--- src/rtl/cntry_car_detector_pkg.sv ---
// Shared encodings for the country-road detector and the signal controller.
//   RED/YELLOW/GREEN : country-road signal codes driven by the controller
//   TRUE/FALSE       : single-bit logic constants
//   db_state_t       : loop debounce FSM states
package cntry_car_detector_pkg;

  localparam logic [1:0] RED    = 2'd0;
  localparam logic [1:0] YELLOW = 2'd1;
  localparam logic [1:0] GREEN  = 2'd2;

  localparam logic TRUE  = 1'b1;
  localparam logic FALSE = 1'b0;

  typedef enum logic [1:0] {
    IDLE      = 2'd0,
    RISE_WAIT = 2'd1,
    PRESENT   = 2'd2,
    FALL_WAIT = 2'd3
  } db_state_t;

endpackage

--- src/rtl/loop_debouncer.sv ---
// Loop sensor conditioning: two-flop synchronizer followed by a debounce FSM.
// A loop edge is accepted after DEBOUNCE consecutive equal synchronized samples.
// Ports:
//   clock      - system clock, rising edge
//   clear      - asynchronous active-low reset
//   loop_raw   - raw loop sensor, asynchronous to clock
//   arrive     - registered one-cycle pulse per accepted car
//   arrive_evt - combinational strobe: arrive will be 1 after the coming edge
//   db_state   - debounce FSM state (only with STUCK_DETECT_EN)
module loop_debouncer
  import cntry_car_detector_pkg::*;
#(
  parameter int unsigned DEBOUNCE = 3
) (
  input  logic      clock,
  input  logic      clear,
  input  logic      loop_raw,
  output logic      arrive,
  output logic      arrive_evt
`ifdef STUCK_DETECT_EN
  ,
  output db_state_t db_state
`endif
);

  localparam logic [3:0] DC_LAST = 4'(DEBOUNCE - 1);

  logic      sync1;
  logic      s;
  db_state_t state;
  db_state_t state_nxt;
  logic [3:0] dc;
  logic [3:0] dc_nxt;
  logic      arrive_nxt;

  always_ff @(posedge clock or negedge clear) begin
    if (!clear) begin
      sync1  <= 1'b0;
      s      <= 1'b0;
      state  <= IDLE;
      dc     <= '0;
      arrive <= FALSE;
    end else begin
      sync1  <= loop_raw;
      s      <= sync1;
      state  <= state_nxt;
      dc     <= dc_nxt;
      arrive <= arrive_nxt;
    end
  end

  // With DEBOUNCE=1 the wait states are skipped entirely.
  always_comb begin
    state_nxt  = state;
    dc_nxt     = dc;
    arrive_nxt = FALSE;
    case (state)
      IDLE: begin
        if (s) begin
          if (DEBOUNCE == 1) begin
            state_nxt  = PRESENT;
            dc_nxt     = '0;
            arrive_nxt = TRUE;
          end else begin
            state_nxt = RISE_WAIT;
            dc_nxt    = 4'd1;
          end
        end
      end
      RISE_WAIT: begin
        if (!s) begin
          state_nxt = IDLE;
          dc_nxt    = '0;
        end else if (dc == DC_LAST) begin
          state_nxt  = PRESENT;
          dc_nxt     = '0;
          arrive_nxt = TRUE;
        end else begin
          dc_nxt = dc + 4'd1;
        end
      end
      PRESENT: begin
        if (!s) begin
          if (DEBOUNCE == 1) begin
            state_nxt = IDLE;
            dc_nxt    = '0;
          end else begin
            state_nxt = FALL_WAIT;
            dc_nxt    = 4'd1;
          end
        end
      end
      FALL_WAIT: begin
        if (s) begin
          state_nxt = PRESENT;
          dc_nxt    = '0;
        end else if (dc == DC_LAST) begin
          state_nxt = IDLE;
          dc_nxt    = '0;
        end else begin
          dc_nxt = dc + 4'd1;
        end
      end
      default: begin
        state_nxt = IDLE;
        dc_nxt    = '0;
      end
    endcase
  end

  assign arrive_evt = arrive_nxt;

`ifdef STUCK_DETECT_EN
  assign db_state = state;
`endif

endmodule

--- src/rtl/cntry_car_detector.sv ---
// Country-road car detector: debounces the loop sensor, queues arriving cars
// and retires one car every PASS_CYCLES cycles of country-road GREEN.
// Optional feature macro: STUCK_DETECT_EN (loop held high STUCK_CYCLES
// PRESENT cycles flags a failed sensor and empties the queue).
// Ports:
//   clock     - system clock, rising edge
//   clear     - asynchronous active-low reset
//   loop_raw  - raw loop sensor, asynchronous to clock
//   cntry     - country signal from controller (RED/YELLOW/GREEN; 3 = not GREEN)
//   x         - registered car-present request, equals car_count != 0
//   car_count - queued cars, saturating at 2^CNT_W-1
//   arrive    - one-cycle pulse per accepted car
//   stuck     - sensor fault flag (0 without STUCK_DETECT_EN)
module cntry_car_detector
  import cntry_car_detector_pkg::*;
#(
  parameter int unsigned DEBOUNCE     = 3,
  parameter int unsigned PASS_CYCLES  = 4,
  parameter int unsigned CNT_W        = 4
`ifdef STUCK_DETECT_EN
  ,
  parameter int unsigned STUCK_CYCLES = 64
`endif
) (
  input  logic             clock,
  input  logic             clear,
  input  logic             loop_raw,
  input  logic [1:0]       cntry,
  output logic             x,
  output logic [CNT_W-1:0] car_count,
  output logic             arrive,
  output logic             stuck
);

  localparam logic [3:0] PC_LAST = 4'(PASS_CYCLES - 1);

  logic             arrive_evt;
  logic             arr_ok;
  logic             force_clr;
  logic             green;
  logic             has_car;
  logic             depart;
  logic [3:0]       pc;
  logic [3:0]       pc_nxt;
  logic [CNT_W-1:0] count_nxt;

`ifdef STUCK_DETECT_EN
  db_state_t db_state;
`endif

  loop_debouncer #(
    .DEBOUNCE (DEBOUNCE)
  ) u_debouncer (
    .clock      (clock),
    .clear      (clear),
    .loop_raw   (loop_raw),
    .arrive     (arrive),
    .arrive_evt (arrive_evt)
`ifdef STUCK_DETECT_EN
    ,
    .db_state   (db_state)
`endif
  );

`ifdef STUCK_DETECT_EN
  localparam int unsigned SC_W = $clog2(STUCK_CYCLES) + 1;
  localparam logic [SC_W-1:0] SC_LAST = SC_W'(STUCK_CYCLES - 1);

  logic [SC_W-1:0] sc;
  logic            stuck_set;

  assign stuck_set = (db_state == PRESENT) && !stuck && (sc == SC_LAST);

  // The fault holds until the loop debounces back to IDLE.
  always_ff @(posedge clock or negedge clear) begin
    if (!clear) begin
      sc    <= '0;
      stuck <= FALSE;
    end else if (db_state == IDLE) begin
      sc    <= '0;
      stuck <= FALSE;
    end else if (stuck_set) begin
      stuck <= TRUE;
    end else if ((db_state == PRESENT) && !stuck) begin
      sc <= sc + 1'b1;
    end
  end

  assign arr_ok    = arrive_evt & ~stuck;
  assign force_clr = stuck_set;
`else
  assign stuck     = FALSE;
  assign arr_ok    = arrive_evt;
  assign force_clr = FALSE;
`endif

  assign green   = (cntry == GREEN);
  assign has_car = (car_count != '0);
  assign depart  = green && has_car && (pc == PC_LAST);

  always_comb begin
    pc_nxt = pc + 4'd1;
    if (!green || !has_car || depart) pc_nxt = '0;
  end

  // Counter reacts to the arrive strobe so car_count, x and arrive move together.
  always_comb begin
    count_nxt = car_count;
    case ({arr_ok, depart})
      2'b10:   count_nxt = (car_count == '1) ? car_count : car_count + 1'b1;
      2'b01:   count_nxt = car_count - 1'b1;
      default: count_nxt = car_count;
    endcase
    if (force_clr) count_nxt = '0;
  end

  always_ff @(posedge clock or negedge clear) begin
    if (!clear) begin
      pc        <= '0;
      car_count <= '0;
      x         <= FALSE;
    end else begin
      pc        <= pc_nxt;
      car_count <= count_nxt;
      x         <= (count_nxt != '0);
    end
  end

endmodule

--- config.mk ---
export PLATFORM = sky130hd
export DESIGN_NAME = cntry_car_detector
export DESIGN_NICKNAME = d
export VERILOG_FILES = /design/src/rtl/cntry_car_detector_pkg.sv /design/src/rtl/loop_debouncer.sv /design/src/rtl/cntry_car_detector.sv
export SDC_FILE = /design/constraint.sdc
export NUM_CORES = 1
export LEC_CHECK = 0
export BUFFER_PORTS_ARGS = -buffer_cell sky130_fd_sc_hd__buf_4
export CORE_UTILIZATION = 43
export CTS_BUF_LIST = sky130_fd_sc_hd__clkbuf_4 sky130_fd_sc_hd__clkbuf_8
export DETAILED_ROUTE_END_ITERATION = 10
export REMOVE_ABC_BUFFERS = 1
export SLEW_MARGIN = 30
export SYNTH_ARGS = -nofsm -noshare
export SYNTH_HDL_FRONTEND = slang
export SYNTH_HIERARCHICAL = 1
export SYNTH_SLANG_ARGS = --single-unit
--- constraint.sdc ---
create_clock -name clock -period 3.34 [get_ports clock]
set_clock_uncertainty 0.2 [all_clocks]
set_input_delay 0.167 -clock clock [delete_from_list [all_inputs] [get_ports clock]]
set_output_delay 0.167 -clock clock [all_outputs]
set_load 0.01 [all_outputs]
Yosys cells after proc, flatten, opt, wreduce, memory -nomap -nowiden
Index checks and enable logic that the tools add are counted.
Word-level totals
  word-level logic and storage cells: 55
  register bits: 18
  input port bits: 5
  output and inout port bits: 7
Cells by class
  reduce and logical (&&, ||, !) cells: 11
  add/sub/neg operators: 4
  eq/ne operators: 13
  multiplexer cells: 19
Operator list (number)
  $mux W4: 7
  $pmux W4 S4: 1
  $add A4 B1 Y4 const B: 3
  $mux W2: 6
  $eq A2 B2 Y1 const B: 4
  $eq A4 B2 Y1 const B: 2
  $pmux W2 S4: 1
  $pmux W4 S2: 1
  $reduce_bool A4 Y1: 2
  $eq A2 B1 Y1 const B: 2
  $eq A4 B4 Y1 const B: 1
  $reduce_and A4 Y1: 1
  $sub A4 B1 Y4 const B: 1
  $mux W1: 3
  $ne A3 B1 Y1 const B: 1
  $ne A3 B3 Y1 const B: 1
  $logic_and A1 B1 Y1: 2
  $logic_not A1 Y1: 2
  $logic_not A2 Y1: 1
  $logic_or A1 B1 Y1: 2
  $ne A2 B1 Y1 const B: 1
  $ne A2 B2 Y1 const B: 1
  $reduce_and A2 Y1: 1

Depth between registers and ports, before layout
Gate-level depths: netlist of the first run.
  depth in word-level cells: 7
  depth in mapped cells: 12

Modules after synthesis
The synthesis of the first run kept the hierarchy.
By module, submodules not included
  cntry_car_detector: times used 1, cells each 59, area an instance 566.8 um^2
  loop_debouncer: times used 1, cells each 31, area an instance 411.6 um^2

Least setup slack after synthesis of the first run
Ideal clock, no wire load.
  path type: reg-to-reg
  from: register car_count[0]
  to: register x
  setup time: 0.139 ns
  stages on the path, launching flop included: 12
  clock period less this slack: 2.899 ns
  buffers on the path: 1
  setup slack: 0.441 ns
  arrival time: 2.560 ns
  required time: 3.001 ns
  path through: dfrtp_1 > inv_1 > ha_1 > nand2b_1 > o21ai_0 > nand2b_1 > inv_1 > ha_1 > clkbuf_1 > nor4b_2 > o32ai_1 > or4_1
Between the ends
  word-level cells in the longest chain between the ends: 6
  elaborated cells between the ends (all ways): 11
  classes of those cells: 2 x add/sub; 3 x eq/ne; 2 x mux; 4 x reduce/logical
RTL lines
  start, declared: RTL line cntry_car_detector.sv:30  | output logic [CNT_W-1:0] car_count,
  start signal, assigned: RTL line cntry_car_detector.sv:124  | car_count <= count_nxt;
  parallel branches: the longest is 4 deep, another holds $add A4 B1 Y4
  $pmux W4 S2 *: RTL line cntry_car_detector.sv:109  | case ({arr_ok, depart})
  net count_nxt[3]: RTL line cntry_car_detector.sv:45  | logic [CNT_W-1:0] count_nxt;
  $reduce_bool A4 Y1 *: RTL line cntry_car_detector.sv:125  | x <= (count_nxt != '0);
  end signal, assigned: RTL line cntry_car_detector.sv:125
  end, declared: RTL line cntry_car_detector.sv:29  | output logic x,
Mark *: on every way through the listed nets, which the timed path passes.
A chain may end at the register's enable or synchronous reset.

Final worst setup path of the first run
  from: register u_debouncer.dc[0]
  to: register x
Between the ends
  word-level cells in the longest chain between the ends: 7
  elaborated cells between the ends (all ways): 8
  classes of those cells: 3 x eq/ne; 4 x mux; 1 x reduce/logical
RTL lines
  start, declared: RTL line loop_debouncer.sv:32  | logic [3:0] dc;
  start signal, assigned: RTL line loop_debouncer.sv:47  | dc <= dc_nxt;
  $eq A4 B2 Y1 *: RTL line loop_debouncer.sv:74  | end else if (dc == DC_LAST) begin
  $mux W1 *: RTL line loop_debouncer.sv:74
  $mux W1 *: RTL line loop_debouncer.sv:71  | if (!s) begin
  $mux W1 *: RTL line loop_debouncer.sv:57  | case (state)
  net arr_ok: RTL line cntry_car_detector.sv:38  | logic arr_ok;
  $eq A2 B1 Y1 / $eq A2 B2 Y1 (equally long branches): RTL line cntry_car_detector.sv:109
  $pmux W4 S2 *: RTL line cntry_car_detector.sv:109
  net count_nxt[3]: RTL line cntry_car_detector.sv:45
  $reduce_bool A4 Y1 *: RTL line cntry_car_detector.sv:125
The timed path passes the listed nets; every way through them passes the cells marked *.

==> results.sh, run 1 <==
export IMPL_cts_path_max_buffers=2
export IMPL_drv_cap=0
export IMPL_crit_path_end_kind="flop"
export IMPL_rows=16
export IMPL_wl_per_cell_microns=13.2
export IMPL_die_area_sq_um=2470
export IMPL_final_period_utilization_pct=88.7
export IMPL_synth_top_area_share_pct=46.0
export IMPL_hold_ws_ps=46.1
export IMPL_grt_pass1_wl_mm=2.95
export IMPL_final_net_count=118
export IMPL_syn_inst=90
export IMPL_leakage_nw=0.530
export IMPL_start_util_pct=47.9
export IMPL_worstPathRequired_ps=3330
export IMPL_port_buffers=10
export IMPL_clock_latency_ps=300
export IMPL_slowest_stage="or4_1"
export IMPL_worstSetupPathType="reg -> reg"
export IMPL_rsz0062_at_grt="no"
export IMPL_grt_usage_pct=16.0
export IMPL_dpl_cell_count=126
export IMPL_path_cells="inv_1 -> ha_1 -> nor3b_1 -> and2_2 -> and3b_2 -> inv_1 -> ha_1 -> nor4b_2 -> o32ai_1 -> or4_1"
export IMPL_cts_sinks=18
export IMPL_viasPerCell=5.06
export IMPL_cts_root_buf="clkbuf_4"
export IMPL_critical_path_arrival_ps=2950
export IMPL_synth_edff_count=0
export IMPL_finalWirelength_mm=1.74
export IMPL_yosysMostFrequentCell="dfrtp_1"
export IMPL_drt_iter0_drc=9
export IMPL_gr_total_overflow=0
export IMPL_synth_largest_area_cell="dfrtp_1"
export IMPL_fmax_mhz=338
export IMPL_cts_setup_buffers=0
export IMPL_area_growth_pct=16.5
export IMPL_busiest_layer="met2"
export IMPL_ys_flop_type="dfrtp_1"
export IMPL_met3_usage_pct=2.78
export IMPL_async_reset_ff_share_pct=100
export IMPL_ant_nets=0
export IMPL_outcome="finished, final reports clean"
export IMPL_cts_hold_buf=2
export IMPL_ctsHtreeMaxLevel=1
export IMPL_drc=0
export IMPL_post_cts_resized=0
export IMPL_slowest_delay_ps=510
export IMPL_synth_area_leaders="dfrtp_1 46%, ha_1 9.0%, nand2b_1 2.6%, o21ai_0 2.6%, inv_1 2.3%"
export IMPL_synth_cell_type_count=38
export IMPL_antenna_cells=0
export IMPL_synth_seq_area_share_pct=46.0
export IMPL_critPathMaxFanout=9
export IMPL_ios=12
export IMPL_grt_max_degree=19
export IMPL_dr_total_vias=668
export IMPL_core_area_sq_um=2040
export IMPL_setup_tns_ps=0
export IMPL_antenna_found_initial=0
export IMPL_ys_seq_elements=18
export IMPL_max_vdd_ir_drop_mv=0.372
export IMPL_grt_use_met2_pct=26.8
export IMPL_setup_viol=0
export IMPL_crit_path_start_kind="flop"
export IMPL_fillers=190
export IMPL_tritoncts="yes"
export IMPL_final_cells=132
export IMPL_globalplace_congestion=0.776
export IMPL_dieHeight_microns=49.7
export IMPL_syn_area_sq_um=978
export IMPL_postSynthAreaPerCell_sq_um=10.9
export IMPL_min_path_type="in -> async"
export IMPL_dieWidth_microns=49.7
export IMPL_slew_violations=0
export IMPL_yosys_warnings=6
export IMPL_numCtsBuffers=3
export IMPL_powerDensity_nw_per_um2=472
export IMPL_drive_gt1_share_pct=22.9
export IMPL_grt_pass1_vias=662
export IMPL_min_period_ps=2960
export IMPL_dp_hpwl_mm=1.24
export IMPL_gr_usage_met1_pct=20.6
export IMPL_synth_commonest_cells="18 x dfrtp_1, 7 x ha_1, 6 x inv_1, 6 x nor2_1, 5 x o21ai_0"
export IMPL_hold_viol=0
export IMPL_first_pass_iters=4
export IMPL_clk_pin_slew_ps=110
cell type report:
cell class                      count  area, sq um  area share [%]
Clock buffer                        4         36.3            3.18
Inverter                            6         22.5            1.98
Multi-Input combinational cell     64          494            43.4
Sequential cell                    18          450            39.5
Tap cell                           27         33.8            2.96
Timing Repair Buffer               13          103            9.00
sequential cells by signal (all words and copies together), names as in the netlist, named ones only:
register / cells
car_count: 4
pc: 4
u_debouncer/arrive: 1
u_debouncer/dc: 4
u_debouncer/s: 1
u_debouncer/state: 1
u_debouncer/sync1: 1
x: 1
per-stage QoR:
stage	utilization (%)	area [sq um]	power (mW)	worst slack (ps)
3_3_place_gp	53.1	1080	0.399	492
5_1_grt	55.8	1140	0.574	161
2_1_floorplan	-	967	0.367	506
4_1_cts	55.8	1140	0.544	361
6_report	55.8	1140	0.538	378
3_5_place_dp	53.1	1080	0.405	391
per-layer routing:
layer,vias to the layer above,share of wire (%)
li1,345,-
met1,305,49
met2,12,46
met3,6,3.2
met4,0,1.6
met5,-,0
final timing paths:
kind | cells past startpoint | slack, ps | start | endpoint
setup / recovery | 10 | 380 | u_debouncer/dc[0] | x
hold / removal | 2 | 50 | clear | pc[0]
setup reg to reg | 10 | 380 | u_debouncer/dc[0] | x
hold reg to reg | 0 | 160 | u_debouncer/sync1 | u_debouncer/s
max in group asynchronous | 2 | 2690 | clear | u_debouncer/sync1
min in group clock | 5 | 50 | cntry[0] | pc[2]
report_power, final:
part	switching, mW	internal (mW)	total [mW]
sequential	0.0383	0.247	0.285
combinational	0.0591	0.0579	0.117
clock	0.0692	0.0665	0.136
logic make-up after synthesis:
kind of cell	after synthesis	synth area share (%)
adders and majority gates	7	8.95
AOI/OAI and AO/OA	17	12.7
DFF	18	46.0
muxes	2	2.17
and+or+nand+nor	33	22.0
buffers and inverters	8	3.45
xor gates and xnor gates	4	4.35
other	1	0.383
critical path: cells and delay by family, from the launching register on:
kind	cells	cell delay [ps]
and+or+nand+nor	5	1420
DFF	1	440
buffers and inverters	2	130
adders and majority gates	2	530
AOI/OAI and AO/OA	1	140
placed cells by master, fill, tap and decap left out, types with 3 or more instances in the layout:
master    instances
nor3b_1           3
clkbuf_4          3
nor2b_1           3
nor2_1            6
dfrtp_1          18
nand3_1           3
o21ai_0           5
nand2b_1          4
ha_1              7
inv_1             6
buf_4            11
(Power assumes the default switching activity.)
==> run 2: changes to the inputs <==
--- a/config.mk
+++ b/config.mk
@@ -6,10 +6,11 @@
 export NUM_CORES = 1
 export LEC_CHECK = 0
 export BUFFER_PORTS_ARGS = -buffer_cell sky130_fd_sc_hd__buf_4
-export CORE_UTILIZATION = 43
+export CORE_UTILIZATION = 45
 export CTS_BUF_LIST = sky130_fd_sc_hd__clkbuf_4 sky130_fd_sc_hd__clkbuf_8
 export DETAILED_ROUTE_END_ITERATION = 10
 export REMOVE_ABC_BUFFERS = 1
+export SKIP_CTS_REPAIR_TIMING = 1
 export SLEW_MARGIN = 30
 export SYNTH_ARGS = -nofsm -noshare
 export SYNTH_HDL_FRONTEND = slang
==> results.sh, run 2 (synthesis results as in run 1) <==
export IMPL_wl_per_cell_microns=12.4
export IMPL_critical_path_arrival_ps=2940
export IMPL_min_path_type="in -> reg"
export IMPL_setup_tns_ps=0
export IMPL_core_area_sq_um=2000
export IMPL_final_period_utilization_pct=88.9
export IMPL_hold_ws_ps=62.4
export IMPL_max_vdd_ir_drop_mv=0.294
export IMPL_start_util_pct=48.9
export IMPL_critPathMaxFanout=9
export IMPL_drc=0
export IMPL_antenna_cells=0
export IMPL_grt_max_degree=19
export IMPL_drive_gt1_share_pct=22.9
export IMPL_final_cells=132
export IMPL_tritoncts="yes"
export IMPL_cts_path_max_buffers=2
export IMPL_p_int_mw=0.370
export IMPL_dieHeight_microns=48.6
export IMPL_ant_nets=0
export IMPL_area_growth_pct=16.5
export IMPL_globalplace_congestion=0.796
export IMPL_clock_latency_ps=290
export IMPL_fmax_mhz=337
export IMPL_dp_slack_ps=355
export IMPL_grt_pass1_wl_mm=2.73
export IMPL_crit_path_end_kind="flop"
export IMPL_combinationalPowerShare_pct=21.0
export IMPL_antenna_found_initial=0
export IMPL_p_clk_share_pct=25.0
export IMPL_final_net_count=118
export IMPL_grt_pass1_vias=626
export IMPL_grt_usage_pct=15.2
export IMPL_worstSetupPathType="reg -> reg"
export IMPL_dp_hpwl_mm=1.22
export IMPL_port_buffers=10
export IMPL_finalWirelength_mm=1.63
export IMPL_p_sw_share_pct=29.8
export IMPL_crit_path_start_kind="flop"
export IMPL_worstPathRequired_ps=3310
export IMPL_final_cell_mix="18 x dfrtp_1, 11 x buf_4, 7 x ha_1, 6 x inv_1, 6 x nor2_1"
export IMPL_die_area_sq_um=2360
export IMPL_numCtsBuffers=3
export IMPL_cts_root_buf="clkbuf_4"
export IMPL_dieWidth_microns=48.6
export IMPL_drt_iter0_drc=8
export IMPL_dpl_cell_count=126
export IMPL_min_period_ps=2970
export IMPL_dpl_instance_area_sq_um=1080
export IMPL_first_pass_iters=4
export IMPL_hold_viol=0
export IMPL_fin_ws_ps=369
export IMPL_gr_total_overflow=0
export IMPL_dr_total_vias=673
export IMPL_ios=12
export IMPL_viasPerCell=5.10
export IMPL_rsz0062_at_grt="no"
export IMPL_ctsHtreeMaxLevel=1
export IMPL_slew_violations=0
export IMPL_switchingPower_mw=0.157
export IMPL_cts_sinks=18
export IMPL_leakage_nw=0.530
export IMPL_seqPwrFrac_pct=53.9
export IMPL_setup_viol=0
export IMPL_powerDensity_nw_per_um2=463
export IMPL_clk_pin_slew_ps=100
export IMPL_rows=16
export IMPL_reg_top3="car_count: 4 flops, pc: 4 flops, u_debouncer/dc: 4 flops"
export IMPL_drv_cap=0
export IMPL_fin_util_pct=56.9
export IMPL_stdcell_area_sq_um=1140
export IMPL_total_power_mw=0.527
export IMPL_outcome="finished, final reports clean"
export IMPL_mostFrequentLayoutCell="dfrtp_1"
## run 2: worst paths after layout
check,from,endpoint,slack [ps],cells after the start
max,u_debouncer/dc[0],x,370,10
min,cntry[0],pc[3],60,5
max reg2reg,u_debouncer/dc[0],x,370,10
min reg2reg,u_debouncer/sync1,u_debouncer/s,170,0
max in group asynchronous,clear,u_debouncer/state[0],2680,2
min in group asynchronous,clear,u_debouncer/dc[3],70,2
## run 2: power groups by stage
stage                     clock [mW]  combinational, mW  sequential [mW]
after global routing           0.145              0.130            0.288
after detailed placement           0              0.111            0.288
after CTS                      0.138              0.112            0.284
final                          0.132              0.111            0.284
after floorplan                    0             0.0851            0.282
after global placement             0              0.109            0.287
## run 2: area by class of cell
class | instances | area (sq um)
inverters | 6 | 22.5
multi-input cells | 64 | 494
repair buffers | 13 | 103
fillers | 186 | 862
flip-flops and latches | 18 | 450
well taps | 27 | 33.8
clock buffers | 4 | 36.3
## run 2: critical path, stage by stage (launching register included)
cell and delay, ps:
dfrtp_1 430, inv_1 70, ha_1 130, nor3b_1 230
and2_2 220, and3b_2 210, inv_1 50, ha_1 390
nor4b_2 280, o32ai_1 130, or4_1 500
## run 2: layer usage
layer	wire length [microns]	global-route usage, %
met5	0	0
met4	8	4.41
met3	55	4.72
met2	775	24.3
met1	794	19.9
==> run 3: changes to the inputs <==
--- a/config.mk
+++ b/config.mk
@@ -6,7 +6,7 @@
 export NUM_CORES = 1
 export LEC_CHECK = 0
 export BUFFER_PORTS_ARGS = -buffer_cell sky130_fd_sc_hd__buf_4
-export CORE_UTILIZATION = 45
+export CORE_UTILIZATION = 38
 export CTS_BUF_LIST = sky130_fd_sc_hd__clkbuf_4 sky130_fd_sc_hd__clkbuf_8
 export DETAILED_ROUTE_END_ITERATION = 10
 export REMOVE_ABC_BUFFERS = 1
==> results.sh, run 3 (synthesis results as in run 1) <==
export IMPL_crit_path_start_kind="flop"
export IMPL_tritoncts="yes"
export IMPL_grt_usage_pct=13.3
export IMPL_dr_total_vias=673
export IMPL_die_area_sq_um=2780
export IMPL_setup_tns_ps=0
export IMPL_final_cell_mix="18 x dfrtp_1, 11 x buf_4, 7 x ha_1, 6 x inv_1, 6 x nor2_1"
export IMPL_final_period_utilization_pct=88.9
export IMPL_dieWidth_microns=52.7
export IMPL_clock_latency_ps=290
export IMPL_cts_root_buf="clkbuf_4"
export IMPL_stdcell_area_sq_um=1140
export IMPL_seqPwrFrac_pct=53.6
export IMPL_critPathMaxFanout=9
export IMPL_grt_max_degree=19
export IMPL_globalplace_congestion=0.767
export IMPL_ant_nets=0
export IMPL_powerDensity_nw_per_um2=464
export IMPL_critical_path_arrival_ps=2940
export IMPL_rows=18
export IMPL_r2r_start="u_debouncer/dc[0]"
export IMPL_first_pass_iters=3
export IMPL_slew_violations=0
export IMPL_fmax_mhz=337
export IMPL_max_vdd_ir_drop_mv=0.237
export IMPL_drc=0
export IMPL_drv_cap=0
export IMPL_finalWirelength_mm=1.56
export IMPL_hold_viol=0
export IMPL_wl_per_cell_microns=11.5
export IMPL_grt_pass1_wl_mm=2.64
export IMPL_drive_gt1_share_pct=22.9
export IMPL_r2r_end="x"
export IMPL_worstPathRequired_ps=3320
export IMPL_p_int_mw=0.370
export IMPL_port_buffers=10
export IMPL_setup_viol=0
export IMPL_min_path_type="in -> async"
export IMPL_mostFrequentLayoutCell="dfrtp_1"
export IMPL_rsz0062_at_grt="no"
export IMPL_viasPerCell=4.99
export IMPL_gr_total_overflow=0
export IMPL_dp_hpwl_mm=1.19
export IMPL_switchingPower_mw=0.160
export IMPL_start_util_pct=39.9
export IMPL_cts_path_max_buffers=2
export IMPL_grt_pass1_vias=591
export IMPL_antenna_found_initial=0
export IMPL_final_net_count=118
export IMPL_core_area_sq_um=2450
export IMPL_leakage_nw=0.530
export IMPL_fillers=245
export IMPL_worstSetupPathType="reg -> reg"
export IMPL_ctsHtreeMaxLevel=1
export IMPL_dpl_instance_area_sq_um=1090
export IMPL_reg_top3="car_count: 4 flops, pc: 4 flops, u_debouncer/dc: 4 flops"
export IMPL_p_sw_share_pct=30.2
export IMPL_crit_path_end_kind="flop"
export IMPL_r2r_slack_ps=370
export IMPL_cts_sinks=18
export IMPL_clk_pin_slew_ps=100
export IMPL_antenna_cells=0
export IMPL_outcome="finished, final reports clean"
export IMPL_p_clk_share_pct=25.3
export IMPL_min_period_ps=2970
export IMPL_dieHeight_microns=52.7
export IMPL_r2r_cells=10
export IMPL_area_growth_pct=16.9
export IMPL_numCtsBuffers=3
export IMPL_combinationalPowerShare_pct=21.2
export IMPL_ios=12
export IMPL_drt_iter0_drc=7
run 3: power groups by stage:
stage	Sequential (mW)	Clock [mW]	Combinational (mW)
after floorplan	0.282	0	0.0851
after global placement	0.286	0	0.109
after detailed placement	0.288	0	0.112
after CTS	0.284	0.139	0.113
after global routing	0.291	0.149	0.126
final	0.284	0.134	0.112
run 3: critical path, stage by stage, from the launching register on:
cell and delay, ps:
dfrtp_1 440, inv_1 80, ha_1 130, nor3b_1 210, and2_2 220, and3b_2 210, inv_1 40, ha_1 400
nor4b_2 280, o32ai_1 130, or4_1 500
run 3: cell type report:
class / instances / area [sq um] / area share (%)
multi-input combinational: 64 / 494 / 43.2
sequential: 18 / 450 / 39.4
timing repair buffer: 13 / 103 / 8.97
tap: 30 / 37.5 / 3.28
clock buffer: 4 / 36.3 / 3.17
inverter: 6 / 22.5 / 1.97
run 3: worst max path at each step:
stage | from | to | slack [ps] | cells past startpoint
floorplan | car_count[0] | x | 510 | 10
CTS | u_debouncer/dc[0] | x | 350 | 10
global route | u_debouncer/dc[0] | x | 80 | 10
finish | u_debouncer/dc[0] | x | 370 | 10
detailed placement | u_debouncer/dc[0] | x | 370 | 10
global placement | u_debouncer/dc[0] | x | 440 | 10
run 3: routing by layer:
layer / track usage [%] / up-vias / share of wire, %
li1: - / 350 / -
met1: 18.5 / 309 / 50
met2: 19.2 / 9 / 45
met3: 2.03 / 5 / 2.9
met4: 7.89 / 0 / 2.4
met5: 0 / - / 0
run 3: stage by stage:
stage	cells	worst slack (ps)	utilization (%)	total power [mW]	hold slack, ps
6_report	135	371	46.6	0.531	59.2
5_1_grt	135	84.4	46.6	0.567	79.1
4_1_cts	133	348	45.8	0.536	-483
3_5_place_dp	129	374	44.3	0.401	-153
3_3_place_gp	129	437	44.3	0.395	-156
2_1_floorplan	88	506	-	0.367	-329
